$ cat src/rtl/lsu_pkg.sv
// Shared types and constants for the load/store unit.
// Covers the FSM states, the request size codes and the big-endian byte lane selects.
package lsu_pkg;

  typedef enum logic [1:0] {
    IDLE   = 2'd0,
    ACCESS = 2'd1,
    WRITE  = 2'd2,
    RESP   = 2'd3
  } state_e;

  localparam logic SIZE_WORD = 1'b0;
  localparam logic SIZE_BYTE = 1'b1;

  localparam logic [1:0] LANE_0 = 2'd0;
  localparam logic [1:0] LANE_1 = 2'd1;
  localparam logic [1:0] LANE_2 = 2'd2;
  localparam logic [1:0] LANE_3 = 2'd3;

  // Big-endian: byte address offset 0 is the most significant byte of the word.
  function automatic logic [4:0] lane_lsb(input logic [1:0] lane);
    case (lane)
      LANE_0:  lane_lsb = 5'd24;
      LANE_1:  lane_lsb = 5'd16;
      LANE_2:  lane_lsb = 5'd8;
      LANE_3:  lane_lsb = 5'd0;
      default: lane_lsb = 5'd0;
    endcase
  endfunction

endpackage

$ cat src/rtl/lsu_lane.sv
// Combinational byte lane logic shared by the load and store paths.
// Extracts and extends one byte of a word, and merges a byte into a word.
module lsu_lane
  import lsu_pkg::*;
(
  input  logic [1:0]  i_lane,
  input  logic        i_signed,
  input  logic [31:0] i_word,
  input  logic [7:0]  i_byte,
  output logic [31:0] o_ext,
  output logic [31:0] o_merged
);

  logic [4:0] w_lsb;
  logic [7:0] w_sel;

  assign w_lsb = lane_lsb(i_lane);
  assign w_sel = i_word[w_lsb +: 8];
  assign o_ext = {{24{i_signed & w_sel[7]}}, w_sel};

  always_comb begin
    o_merged = i_word;
    o_merged[w_lsb +: 8] = i_byte;
  end

endmodule

$ cat src/rtl/lsu_ctrl.sv
// Load/store unit for the MIPS datapath: one request at a time, byte lanes and read-modify-write.
// Defining LSU_MISALIGN_TRAP_EN turns misaligned word requests into an error response.
module lsu_ctrl
  import lsu_pkg::*;
#(
  parameter int ADDR_W = 12,
  parameter int DATA_W = 32
) (
  input  logic              i_clk,
  input  logic              i_rst_n,
  input  logic              i_req_valid,
  output logic              o_req_ready,
  input  logic              i_req_we,
  input  logic              i_req_size,
  input  logic              i_req_signed,
  input  logic [ADDR_W-1:0] i_req_addr,
  input  logic [DATA_W-1:0] i_req_wdata,
  output logic              o_rsp_valid,
  input  logic              i_rsp_ready,
  output logic [DATA_W-1:0] o_rsp_rdata,
  output logic              o_rsp_err,
  output logic [ADDR_W-3:0] o_mem_addr,
  output logic [DATA_W-1:0] o_mem_wdata,
  output logic              o_mem_we,
  input  logic [DATA_W-1:0] i_mem_rdata
);

  state_e            r_state;
  state_e            w_next;
  logic              r_we;
  logic              r_size;
  logic              r_signed;
  logic [ADDR_W-1:0] r_addr;
  logic [7:0]        r_wbyte;
  logic [DATA_W-1:0] r_mem_wdata;
  logic [DATA_W-1:0] r_rdata;
  logic              r_err;
  logic              w_accept;
  logic              w_misalign;
  logic [DATA_W-1:0] w_ext;
  logic [DATA_W-1:0] w_merged;

`ifdef LSU_MISALIGN_TRAP_EN
  assign w_misalign = (i_req_size == SIZE_WORD) && (i_req_addr[1:0] != 2'd0);
`else
  assign w_misalign = 1'b0;
`endif

  assign w_accept    = (r_state == IDLE) && i_req_valid;
  assign o_req_ready = (r_state == IDLE);
  assign o_rsp_valid = (r_state == RESP);
  assign o_mem_we    = (r_state == WRITE);
  assign o_rsp_rdata = r_rdata;
  assign o_rsp_err   = r_err;
  assign o_mem_addr  = r_addr[ADDR_W-1:2];
  assign o_mem_wdata = r_mem_wdata;

  lsu_lane u_lane (
    .i_lane   (r_addr[1:0]),
    .i_signed (r_signed),
    .i_word   (i_mem_rdata),
    .i_byte   (r_wbyte),
    .o_ext    (w_ext),
    .o_merged (w_merged)
  );

  always_ff @(posedge i_clk or negedge i_rst_n) begin
    if (!i_rst_n) r_state <= IDLE;
    else          r_state <= w_next;
  end

  always_comb begin
    w_next = r_state;
    case (r_state)
      IDLE: begin
        if (i_req_valid) begin
          if (w_misalign)                             w_next = RESP;
          else if (i_req_we && i_req_size == SIZE_WORD) w_next = WRITE;
          else                                        w_next = ACCESS;
        end
      end
      ACCESS:  w_next = r_we ? WRITE : RESP;
      WRITE:   w_next = RESP;
      RESP:    if (i_rsp_ready) w_next = IDLE;
      default: w_next = IDLE;
    endcase
  end

  // The result register is cleared on accept so stores and traps respond with zero.
  always_ff @(posedge i_clk or negedge i_rst_n) begin
    if (!i_rst_n) begin
      r_we        <= 1'b0;
      r_size      <= SIZE_WORD;
      r_signed    <= 1'b0;
      r_addr      <= '0;
      r_wbyte     <= '0;
      r_mem_wdata <= '0;
      r_rdata     <= '0;
      r_err       <= 1'b0;
    end else if (w_accept) begin
      r_we     <= i_req_we;
      r_size   <= i_req_size;
      r_signed <= i_req_signed;
      r_addr   <= i_req_addr;
      r_wbyte  <= i_req_wdata[7:0];
      r_rdata  <= '0;
      r_err    <= w_misalign;
      if (i_req_we && i_req_size == SIZE_WORD) r_mem_wdata <= i_req_wdata;
    end else if (r_state == ACCESS) begin
      if (r_we)                     r_mem_wdata <= w_merged;
      else if (r_size == SIZE_BYTE) r_rdata     <= w_ext;
      else                          r_rdata     <= i_mem_rdata;
    end
  end

endmodule
$ cat config.mk
export PLATFORM = sky130hd
export DESIGN_NAME = lsu_ctrl
export DESIGN_NICKNAME = d
export VERILOG_FILES = /design/src/rtl/lsu_pkg.sv /design/src/rtl/lsu_lane.sv /design/src/rtl/lsu_ctrl.sv
export SDC_FILE = /design/constraint.sdc
export NUM_CORES = 1
export LEC_CHECK = 0
export CAP_MARGIN = 15
export CORE_AREA = 3 3 104 106
export CTS_CLUSTER_DIAMETER = 80
export CTS_CLUSTER_SIZE = 16
export DETAILED_ROUTE_END_ITERATION = 7
export DIE_AREA = 0 0 107 109
export PLACE_DENSITY = 0.86
export SYNTH_ARGS = -nofsm -noshare
export SYNTH_HDL_FRONTEND = slang
export SYNTH_HIERARCHICAL = 1
export SYNTH_SLANG_ARGS = --single-unit
$ cat constraint.sdc
create_clock -name i_clk -period 5.77 [get_ports i_clk]
set_input_delay 0.577 -clock i_clk [delete_from_list [all_inputs] [get_ports i_clk]]
set_output_delay 0.577 -clock i_clk [all_outputs]
set_load 0.05 [all_outputs]
# ---- Word-level counts from Yosys, hierarchy flattened
# Cells that the tools add are included.
dict set report classes {
  n_mux 15
  eq_ne 10
  div 0
  n_addsub 1
  multipliers 0
  n_reduce_logical 9
  n_shift 3
  magnitude_cmp 0
  bitwise_logic 2
}
# op n
set ops {}
lappend ops {{two-way mux 32 bit} 8}
lappend ops {{bitwise mux 32 bit} 1}
lappend ops {{variable shift 8 x 7 -> 32 bit (first input constant)} 1}
lappend ops {{variable part select 32 x 6 -> 8 bit} 1}
lappend ops {{variable part select 8 x 7 -> 32 bit} 1}
lappend ops {{one-hot mux 5 bit (4 select lines)} 1}
lappend ops {{equality test 2 bit (second input constant)} 4}
lappend ops {{one-hot mux 2 bit (4 select lines)} 1}
lappend ops {{negator 5 -> 7 bit} 1}
lappend ops {{two-way mux 2 bit} 3}
lappend ops {{inequality test 2 x 1 -> 1 bit (second input constant)} 3}
lappend ops {{equality test 2 x 1 -> 1 bit (second input constant)} 2}
lappend ops {{zero test 2 bit} 2}
lappend ops {{AND reduction 2 bit} 2}
lappend ops {{nonzero test 2 bit} 2}
lappend ops {{AND reduction 3 bit} 1}
lappend ops {{logical AND 1 bit} 2}
lappend ops {{inequality test 2 bit (second input constant)} 1}
lappend ops {{bitwise AND 1 bit} 1}
lappend ops {{two-way mux 1 bit} 1}
lappend ops {{NOT 1 bit} 1}
dict set report word_totals {
  mem_count 0
  word_cells 48
  out_inout_bits 78
  mem_bits_rw 0
  latchBits 0
  mem_bits_ro 0
  register_bits 89
}

# ---- Logic depth before layout (Yosys ltp)
# Gate-level depths: netlist of run 1.
dict set report depth {
  depth_word 8
  ltp_mapped 9
}

# ---- Cells and area by module
# The synthesis of run 1 kept the hierarchy.
# mod n_inst area_each_um2 cells_each seq_area_each_um2
set by_module_without_submodules {}
lappend by_module_without_submodules {lsu_ctrl 1 4131.5 441 2227.1}
lappend by_module_without_submodules {lsu_lane 1 939.7 130 0.0}

# ---- Worst setup path after synthesis of run 1
# OpenSTA, ideal clock, no wires.
dict set report synth_path {
  path_type {register to register}
  start {register r_addr[0]}
  end {register r_rdata[22], in the netlist o_rsp_rdata[22]}
  t_arrival_ps 3181
  synth_period_minus_slack_ps 3274
  path_buffers 2
  required_time_ps 5676
  slack_ps 2496
  stages_incl_launch_ff 10
  setup_time_ps 94
  cell_sequence {dfrtp_1 inv_1 ha_1 buf_4 nor2_2 a211oi_1 a211oi_1 buf_4 mux2i_1 a211oi_1}
}
dict set report synth_via {
  elab_chain_cells 8
}
# item line_no
set synth_rtl {}
lappend synth_rtl {{from (decl)} lsu_ctrl.sv:33} ;# logic [ADDR_W-1:0] r_addr;
lappend synth_rtl {{from (signal assigned)} lsu_ctrl.sv:104} ;# r_addr <= i_req_addr;
lappend synth_rtl {{equality test 2 bit (tied with other cells)} lsu_pkg.sv:22} ;# case (lane)
lappend synth_rtl {{one-hot mux 5 bit (4 select lines) *} lsu_pkg.sv:22}
lappend synth_rtl {{variable part select 32 x 6 -> 8 bit *} lsu_lane.sv:18} ;# assign w_sel = i_word[w_lsb +: 8];
lappend synth_rtl {{bitwise AND 1 bit *} lsu_lane.sv:19} ;# assign o_ext = {{24{i_signed & w_sel[7]}}, w_sel};
lappend synth_rtl {{net w_ext[8]} lsu_ctrl.sv:40} ;# logic [DATA_W-1:0] w_ext;
lappend synth_rtl {{two-way mux 32 bit *} lsu_ctrl.sv:111} ;# else if (r_size == SIZE_BYTE) r_rdata <= w_ext;
lappend synth_rtl {{two-way mux 32 bit *} lsu_ctrl.sv:110} ;# if (r_we) r_mem_wdata <= w_merged;
lappend synth_rtl {{two-way mux 32 bit *} lsu_ctrl.sv:109} ;# end else if (r_state == ACCESS) begin
lappend synth_rtl {{two-way mux 32 bit *} lsu_ctrl.sv:100} ;# end else if (w_accept) begin
lappend synth_rtl {{to (signal assigned)} lsu_ctrl.sv:111}
lappend synth_rtl {{to (signal assigned)} lsu_ctrl.sv:112} ;# else r_rdata <= i_mem_rdata;
lappend synth_rtl {{to (decl)} lsu_ctrl.sv:36} ;# logic [DATA_W-1:0] r_rdata;
# The timed path passes the listed nets; every way through them passes the cells marked *. The select of a mux whose other input is x is not followed.
# A chain may end at the register's enable or synchronous reset.

# ---- Worst setup path in the final report of run 1
dict set report layout_path {
  start {register r_addr[0]}
  end {register r_rdata[27], in the netlist o_rsp_rdata[27]}
}
# Same word-level chain as after synthesis.

==> results.json, run 1 <==
{
  "die-height_um": 109,
  "wire_per_inst_um": 17.8,
  "crit_chain": "inv_1 > ha_1 > nor2_1 > a211oi_1 > a211oi_2 > buf_4 > mux2i_1 > a211oi_1",
  "synth_top_cell_area_share": 0.439,
  "yosys.area.top_type": "dfrtp_1",
  "drive_above_1_share": 0.0471,
  "cts_setup_buffers": 0,
  "ff2ff_setup_slack_ps": 2760,
  "synthArstFlopShare": 1.00,
  "numClockSinks": 89,
  "placementRows": 36,
  "placeableCoreArea_um2": 9860,
  "path_clk_slew_ps": 90,
  "insertion_delay_ps": 360,
  "crit_arrival_ps": 3210,
  "track_usage": 0.252,
  "wl_mm": 14.5,
  "postSynthNetCount": 665,
  "use_met3": 0.0604,
  "synth_common_cells": "134 x nand2_1, 89 x dfrtp_1, 71 x nor2_1, 41 x a211oi_1, 41 x mux2i_1",
  "power.density_nw_per_um2": 679,
  "clockBufferDepth": 2,
  "vias": 4596,
  "firstDrtPassIters": 5,
  "synth_warnings": 6,
  "grt_pass1_vias": 4474,
  "place_inst": 796,
  "max_stage_delay_ps": 940,
  "hpwl_mm": 10.6,
  "io_pins": 161,
  "drc_errors": 0,
  "relSlewSlack": 0.228,
  "grt_max_degree": 90,
  "die_w_um": 107,
  "ys_seq_area_frac": 0.439,
  "drtIter0Drc": 315,
  "start_util": 0.514,
  "gp_congestion": 0.913,
  "final_nets": 769,
  "io_buffers": 159,
  "grt-busiest-layer": "met2",
  "period_share": 0.522,
  "crit_path_top_delay_cell": "ha_1",
  "syn_inst": 571,
  "worst_slew_pin_slew_ps": 1160,
  "p_leak_nw": 2.82,
  "hold_path.class": "input port to asynchronous set/reset pin",
  "fin_tns_setup_ps": 0,
  "finalSetupViolations": 0,
  "final_util": 0.673,
  "yosysMostFrequentCell": "nand2_1",
  "maxCapViolations": 0,
  "cp_data_required_time_ps": 5970,
  "end_kind": "flop",
  "crit_top_cell": "a211oi_1",
  "syn_area_per_cell_um2": 8.88,
  "crit_family": "adder cells",
  "cp_max_fo": 30,
  "grt_util_met1": 0.317,
  "cts_tree": "built",
  "cts_max_level": 3,
  "grt_overflow": 0,
  "rsz0062_at_grt": "no",
  "antenna_found_initial": 0,
  "hold_ws_ps": 165,
  "synthDistinctLibCells": 33,
  "diodes": 0,
  "hold_viol": 0,
  "post-route-min-period_ps": 3010,
  "post_cts_resized": 0,
  "syn_area_um2": 5070,
  "die_area_um2": 11700,
  "drv_slew": 0,
  "status": "finished, final reports clean",
  "max_freq_mhz": 332,
  "areaGrowthSynthToFinish_pct": 30.9,
  "grt_first_pass_wirelength_mm": 23.0,
  "synth_edf_count": 0,
  "root_buffer": "clkbuf_8",
  "cp_num_buf_inv": 2,
  "worstSetupPathType": "flop to flop",
  "grt.met2_usage": 0.416,
  "report.power.total_w": 0.00451,
  "hold_buffers": 0,
  "viasPerCell": 5.65,
  "synthTopCellsByArea": "dfrtp_1 44%, nand2_1 9.9%, mux2i_1 8.1%",
  "drtAntennaViolNets": 0,
  "cts_inserted_buffers": 9,
  "synth-main-ff-cell": "dfrtp_1",
  "peakVddDrop_v": 0.000449,
  "start_kind": "flop",
  "finalClockSkew_ps": 13.7,
  "synth-seq-cells": 89,
  "stdcell_count": 813
}
## layer usage
| metal | share of wire | vias up |
|---|---|---|
| li1 | - | 2141 |
| met1 | 0.40 | 2171 |
| met2 | 0.48 | 237 |
| met3 | 0.086 | 47 |
| met4 | 0.035 | 0 |
| met5 | 0 | - |
## sequential cells by signal, summed over array words and instances, names as in the netlist
register and count:
r_wbyte 8, r_size 1, r_addr 12, r_we 1, o_mem_wdata 32, o_rsp_rdata 32
r_signed 1, r_state 2
## power by group
group / switching, W / internal [W]
clock: 0.000230 / 0.000183
combinational: 0.00191 / 0.00101
sequential: 0.000237 / 0.000942
total: 0.00237 / 0.00213
## cell families (layout without fill, tap and decap cells)
family,Yosys count,after routing,share of synthesized area
other cells,1,1,0.000739
fa+ha+maj,11,11,0.0271
flops,89,89,0.439
simple gates,222,222,0.179
compound gates,115,115,0.164
mux,42,42,0.0854
buf+inv,91,200,0.104
## stage by stage
stage	area, um^2	worst slack [ps]
6_report	6640	2760
5_1_grt	6640	2610
4_1_cts	6610	2830
3_5_place_dp	6420	2760
3_3_place_gp	6420	2900
2_1_floorplan	5070	2500
## cells in the final DEF (no fill, tap or decap), types with 2 or more instances in the layout
cell and n:
nand2b_1 2, buf_4 6, a21oi_1 5, inv_1 17
clkdlybuf4s50_1 158, nor2_1 71, dfrtp_1 89, clkbuf_8 11
a31oi_1 32, nor4_4 2, nor3_1 5, mux2i_1 41
clkinv_1 2, ha_1 11, nor3b_1 2, o22ai_1 9
nand2_1 134, o22a_1 2, clkinv_4 2, a22o_1 24
a211oi_1 40
## final timing paths
check | cells after the start | from | to
min in group i_clk | 2 | r_addr[8] | r_addr[8]
max | 8 | r_addr[0] | o_rsp_rdata[27]
max reg2reg | 8 | r_addr[0] | o_rsp_rdata[27]
max in group asynchronous | 2 | i_rst_n | r_addr[6]
min reg2reg | 2 | r_addr[8] | r_addr[8]
min | 1 | i_rst_n | o_rsp_rdata[12]
## area by class of cell
class	count	area [um^2]
clock buffers	11	151
clock inverters	5	38.8
fillers	764	3230
inverters	19	71.3
multi-input cells	391	2330
flip-flops and latches	89	2230
well taps	133	166
repair buffers	165	1650
Note: power is estimated with default switching activity, not from simulation.
==> run 2, diff against run 1 <==
--- a/config.mk
+++ b/config.mk
@@ -6,12 +6,12 @@
 export NUM_CORES = 1
 export LEC_CHECK = 0
 export CAP_MARGIN = 15
-export CORE_AREA = 3 3 104 106
+export CORE_AREA = 3 3 108 110
 export CTS_CLUSTER_DIAMETER = 80
 export CTS_CLUSTER_SIZE = 16
 export DETAILED_ROUTE_END_ITERATION = 7
-export DIE_AREA = 0 0 107 109
-export PLACE_DENSITY = 0.86
+export DIE_AREA = 0 0 111 113
+export PLACE_DENSITY = 0.8
 export SYNTH_ARGS = -nofsm -noshare
 export SYNTH_HDL_FRONTEND = slang
 export SYNTH_HIERARCHICAL = 1
==> constraint.sdc (replaced) <==
create_clock -name i_clk -period 2.9 [get_ports i_clk]
set_input_delay 0.29 -clock i_clk [delete_from_list [all_inputs] [get_ports i_clk]]
set_output_delay 0.29 -clock i_clk [all_outputs]
set_load 0.05 [all_outputs]
==> results.json, run 2 (synthesis results as in run 1) <==
{
  "hold_buffers": 0,
  "placeableCoreArea_um2": 10800,
  "hold_ws_ps": 451,
  "start_util": 0.470,
  "worstSetupPathType": "flop to flop",
  "start_kind": "flop",
  "grt_pass1_vias": 4545,
  "finalSetupViolations": 0,
  "wl_mm": 14.9,
  "diodes": 0,
  "drv_slew": 0,
  "post-route-min-period_ps": 2490,
  "final_nets": 774,
  "place_inst": 807,
  "insertion_delay_ps": 360,
  "drtAntennaViolNets": 0,
  "drive_above_1_share": 0.0498,
  "worst_slew_pin_slew_ps": 593,
  "path_clk_slew_ps": 90,
  "report.power.total_w": 0.00919,
  "die-height_um": 113,
  "die_w_um": 111,
  "cts_max_level": 3,
  "max_freq_mhz": 402,
  "io_pins": 161,
  "clockBufferDepth": 2,
  "numClockSinks": 89,
  "root_buffer": "clkbuf_8",
  "die_area_um2": 12500,
  "placementRows": 38,
  "cts_tree": "built",
  "rr_worst_depth": 8,
  "hold_path.class": "input port to flop",
  "hold_viol": 0,
  "grt_overflow": 0,
  "drc_errors": 0,
  "io_buffers": 159,
  "grt_first_pass_wirelength_mm": 23.9,
  "fin_tns_setup_ps": 0,
  "post_cts_resized": 0,
  "areaGrowthSynthToFinish_pct": 32.8,
  "stdcell_count": 823,
  "hpwl_mm": 11.0,
  "crit_arrival_ps": 2750,
  "grt.met2_usage": 0.407,
  "power.density_nw_per_um2": 1370,
  "firstDrtPassIters": 5,
  "grt_util_met1": 0.299,
  "rsz0062_at_grt": "no",
  "cp_data_required_time_ps": 3160,
  "status": "finished, final reports clean",
  "grt_max_degree": 90,
  "vias": 4480,
  "layout_commonest_cell": "clkdlybuf4s50_1",
  "antenna_found_initial": 0,
  "relSlewSlack": 0.605,
  "hold_depth": 3,
  "p_leak_nw": 2.86,
  "cts_inserted_buffers": 9,
  "period_share": 0.857,
  "grt-busiest-layer": "met2",
  "viasPerCell": 5.44,
  "peakVddDrop_v": 0.000723,
  "cp_max_fo": 24,
  "wire_per_inst_um": 18.0,
  "maxCapViolations": 0,
  "use_met3": 0.0561,
  "finalClockSkew_ps": 11.0,
  "layout_common_cells": "158 x clkdlybuf4s50_1, 134 x nand2_1, 89 x dfrtp_1",
  "track_usage": 0.236,
  "cts_setup_buffers": 0,
  "end_kind": "flop",
  "gp_congestion": 0.863,
  "drtIter0Drc": 260
}
[run 2: where the power goes]
group	internal (W)	switching, W
logic	0.00204	0.00383
clock network	0.000565	0.000452
registers	0.00188	0.000435
total	0.00448	0.00471
[run 2: metrics by stage]
step	utilization	instance area (um^2)	setup slack (ps)
after floorplan	-	5080	224
after global placement	0.600	6470	597
after detailed placement	0.600	6470	465
after CTS	0.621	6700	449
after global routing	0.624	6730	257
final	0.624	6730	414
[run 2: per-layer routing]
metal | part of all wire | vias up
met4 | 0.021 | 0
li1 | - | 2140
met3 | 0.066 | 31
met2 | 0.49 | 182
met1 | 0.42 | 2127
met5 | 0 | -
[run 2: layout make-up]
class	instances	area (um^2)
Clock inverter	5	106
Inverter	19	71.3
Multi-Input combinational cell	391	2330
Fill cell	916	4060
Tap cell	140	175
Sequential cell	89	2230
Clock buffer	9	124
Timing Repair Buffer	170	1700
[run 2: final timing paths]
check / start / to / slack (ps)
min in group asynchronous: i_rst_n / o_mem_wdata[25] / 480
max: r_addr[0] / o_rsp_rdata[29] / 410
max in group asynchronous: i_rst_n / o_mem_wdata[16] / 1770
min reg2reg: r_addr[10] / r_addr[10] / 480
min: i_req_addr[3] / r_addr[3] / 450
max reg2reg: r_addr[0] / o_rsp_rdata[29] / 410
[run 2: worst max-delay path, stage by stage, from the launching register on]
cell	delay, ps
dfrtp_1	430
inv_1	100
ha_1	370
nor2_2	410
a211oi_1	140
a211oi_2	210
buf_4	290
mux2i_1	140
a211oi_1	290
==> run 3, diff against run 2 <==
--- a/config.mk
+++ b/config.mk
@@ -5,13 +5,14 @@
 export SDC_FILE = /design/constraint.sdc
 export NUM_CORES = 1
 export LEC_CHECK = 0
+export ABC_AREA = 1
 export CAP_MARGIN = 15
-export CORE_AREA = 3 3 108 110
+export CORE_AREA = 3 3 111 113
 export CTS_CLUSTER_DIAMETER = 80
 export CTS_CLUSTER_SIZE = 16
 export DETAILED_ROUTE_END_ITERATION = 7
-export DIE_AREA = 0 0 111 113
-export PLACE_DENSITY = 0.8
+export DIE_AREA = 0 0 114 116
+export PLACE_DENSITY = 0.81
 export SYNTH_ARGS = -nofsm -noshare
 export SYNTH_HDL_FRONTEND = slang
 export SYNTH_HIERARCHICAL = 1
==> results.json, run 3 <==
{
  "ff_latch_area_um2": 2230,
  "crit_path_top_delay_cell": "dfrtp_1",
  "cp_data_required_time_ps": 3170,
  "synth_edf_count": 0,
  "synth-main-ff-cell": "dfrtp_1",
  "layout_common_cells": "324 x nand2_1, 158 x clkdlybuf4s50_1, 89 x dfrtp_1",
  "vias": 5487,
  "firstDrtPassIters": 5,
  "synth_top_cell_area_share": 0.399,
  "hold_ws_ps": 472,
  "antenna_found_initial": 0,
  "rsz0062_at_grt": "no",
  "hold_viol": 0,
  "crit_arrival_ps": 2610,
  "synthDistinctLibCells": 28,
  "period_share": 0.806,
  "worst_slew_pin_slew_ps": 663,
  "p_int_w": 0.00435,
  "ys_seq_area_frac": 0.399,
  "synth_common_cells": "324 x nand2_1, 89 x dfrtp_1, 68 x nor2_1, 65 x inv_1, 60 x nand3_1",
  "hold_path.class": "input port to asynchronous set/reset pin",
  "postSynthNetCount": 909,
  "drc_errors": 0,
  "p_sw_frac": 0.527,
  "peakVddDrop_v": 0.000822,
  "maxCapViolations": 0,
  "cts_setup_buffers": 0,
  "drive_above_1_share": 0.0455,
  "grt_overflow": 0,
  "p_switching_w": 0.00484,
  "grt_first_pass_wirelength_mm": 25.7,
  "max_stage_delay_ps": 430,
  "drtIter0Drc": 476,
  "status": "finished, final reports clean",
  "start_util": 0.488,
  "synth-seq-cells": 89,
  "numClockSinks": 89,
  "end_kind": "flop",
  "seqPwrFrac": 0.244,
  "cts_tree": "built",
  "placeableCoreArea_um2": 11400,
  "yosys.area.top_type": "dfrtp_1",
  "max_freq_mhz": 428,
  "viasPerCell": 5.15,
  "fill_cells": 1070,
  "fin_area_um2": 7220,
  "place_area_um2": 6910,
  "cp_max_fo": 38,
  "power.density_nw_per_um2": 1270,
  "placementRows": 39,
  "place_inst": 1049,
  "stdcell_count": 1066,
  "track_usage": 0.244,
  "io_buffers": 159,
  "rr_endpoint": "o_rsp_rdata[23]",
  "hpwl_mm": 11.6,
  "syn_area_per_cell_um2": 6.84,
  "synthTopCellsByArea": "dfrtp_1 40%, nand2_1 22%, nand3_1 5.4%",
  "worstSetupPathType": "flop to flop",
  "multiInputGateArea_um2": 2550,
  "grt_max_degree": 66,
  "areaGrowthSynthToFinish_pct": 29.6,
  "die-height_um": 116,
  "synth_warnings": 6,
  "path_clk_slew_ps": 60,
  "finalClockSkew_ps": 5.70,
  "cts_max_level": 3,
  "final_nets": 1012,
  "rr_worst_depth": 13,
  "syn_area_um2": 5580,
  "p_leak_nw": 3.69,
  "die_w_um": 114,
  "wl_mm": 16.1,
  "layout_commonest_cell": "nand2_1",
  "io_pins": 161,
  "syn_inst": 815,
  "crit_chain": "inv_1 > ha_1 > inv_6 > nand2_4 > nand2_1 > nand3_1 > nand2_1 > nor2_1 > buf_4 > nand2_1 > o21ai_0 > nor2_1 > nor2_1",
  "grt_pass1_vias": 5087,
  "clockBufferDepth": 2,
  "cts_inserted_buffers": 9,
  "relSlewSlack": 0.556,
  "diodes": 0,
  "wire_per_inst_um": 15.1,
  "root_buffer": "clkbuf_16",
  "drv_slew": 0,
  "finalSetupViolations": 0,
  "gp_congestion": 0.943,
  "post-route-min-period_ps": 2340,
  "yosysMostFrequentCell": "nand2_1",
  "die_area_um2": 13200,
  "synthArstFlopShare": 1.00,
  "power_frac_clock": 0.131,
  "insertion_delay_ps": 350,
  "r2r_start": "r_addr[0]",
  "start_kind": "flop",
  "drtAntennaViolNets": 0,
  "combPwrFrac": 0.626,
  "ff2ff_setup_slack_ps": 560,
  "fin_tns_setup_ps": 0
}
[run 3: worst max path at each step]
stage          startpoint               to  slack [ps]  depth (start not counted)
2_1_floorplan   r_addr[0]  o_rsp_rdata[12]         340                         13
3_3_place_gp    r_addr[0]  o_rsp_rdata[29]         710                         13
3_5_place_dp    r_addr[0]  o_rsp_rdata[17]         630                         13
4_1_cts         r_addr[0]  o_rsp_rdata[23]         600                         12
5_1_grt         r_addr[0]  o_rsp_rdata[17]         340                         13
6_report        r_addr[0]  o_rsp_rdata[23]         560                         13
[run 3: cells by family after synthesis]
| group | count (synthesis) | share of synthesized area |
|---|---|---|
| other | 1 | 0.000673 |
| buffers and inverters | 148 | 0.142 |
| flip-flops | 89 | 0.399 |
| adder cells (fa/ha/maj) | 11 | 0.0247 |
| AO/OA/AOI/OAI | 105 | 0.0999 |
| AND/OR/NAND/NOR | 461 | 0.333 |
[run 3: cell type report]
class | count | area share
multi-input cells | 578 | 0.354
flip-flops and latches | 89 | 0.308
repair buffers | 170 | 0.233
inverters | 70 | 0.0374
clock buffers | 10 | 0.0331
well taps | 143 | 0.0248
clock inverters | 6 | 0.00935
[run 3: per-layer routing]
layer	GRT usage	vias to the layer above	wire (um)
met5	0	-	0
met4	0.0887	0	341
met3	0.0454	25	1180
met2	0.402	223	7760
met1	0.324	2518	6820
li1	-	2721	-
[run 3: stage by stage]
step | total power (W) | utilization | setup WS (ps)
floorplan | 0.00671 | - | 338
global placement | 0.00789 | 0.605 | 713
detailed placement | 0.00797 | 0.605 | 625
CTS | 0.00921 | 0.633 | 598
global route | 0.00984 | 0.633 | 343
finish | 0.00919 | 0.633 | 564
[run 3: power by group through the flow]
stage / clock network (W) / registers (W) / logic [W]
after floorplan: 0 / 0.00351 / 0.00320
after global placement: 0 / 0.00224 / 0.00565
after detailed placement: 0 / 0.00224 / 0.00574
after CTS: 0.00121 / 0.00223 / 0.00576
after global routing: 0.00128 / 0.00231 / 0.00625
final: 0.00120 / 0.00224 / 0.00575
[run 3: critical path, delay by kind of cell, from the launching register on]
kind	cells	cell delay [ps]
flip-flops	1	430
AO/OA/AOI/OAI	1	110
buffers and inverters	3	470
adder cells (fa/ha/maj)	1	330
AND/OR/NAND/NOR	8	920
[run 3: timing repair]
action / in CTS / in global routing
resized for setup: 0 / 0
hold endpoints to repair: 42 / 0
hold buffers: 1 / 0
endpoints found under the setup margin: 0 / 0
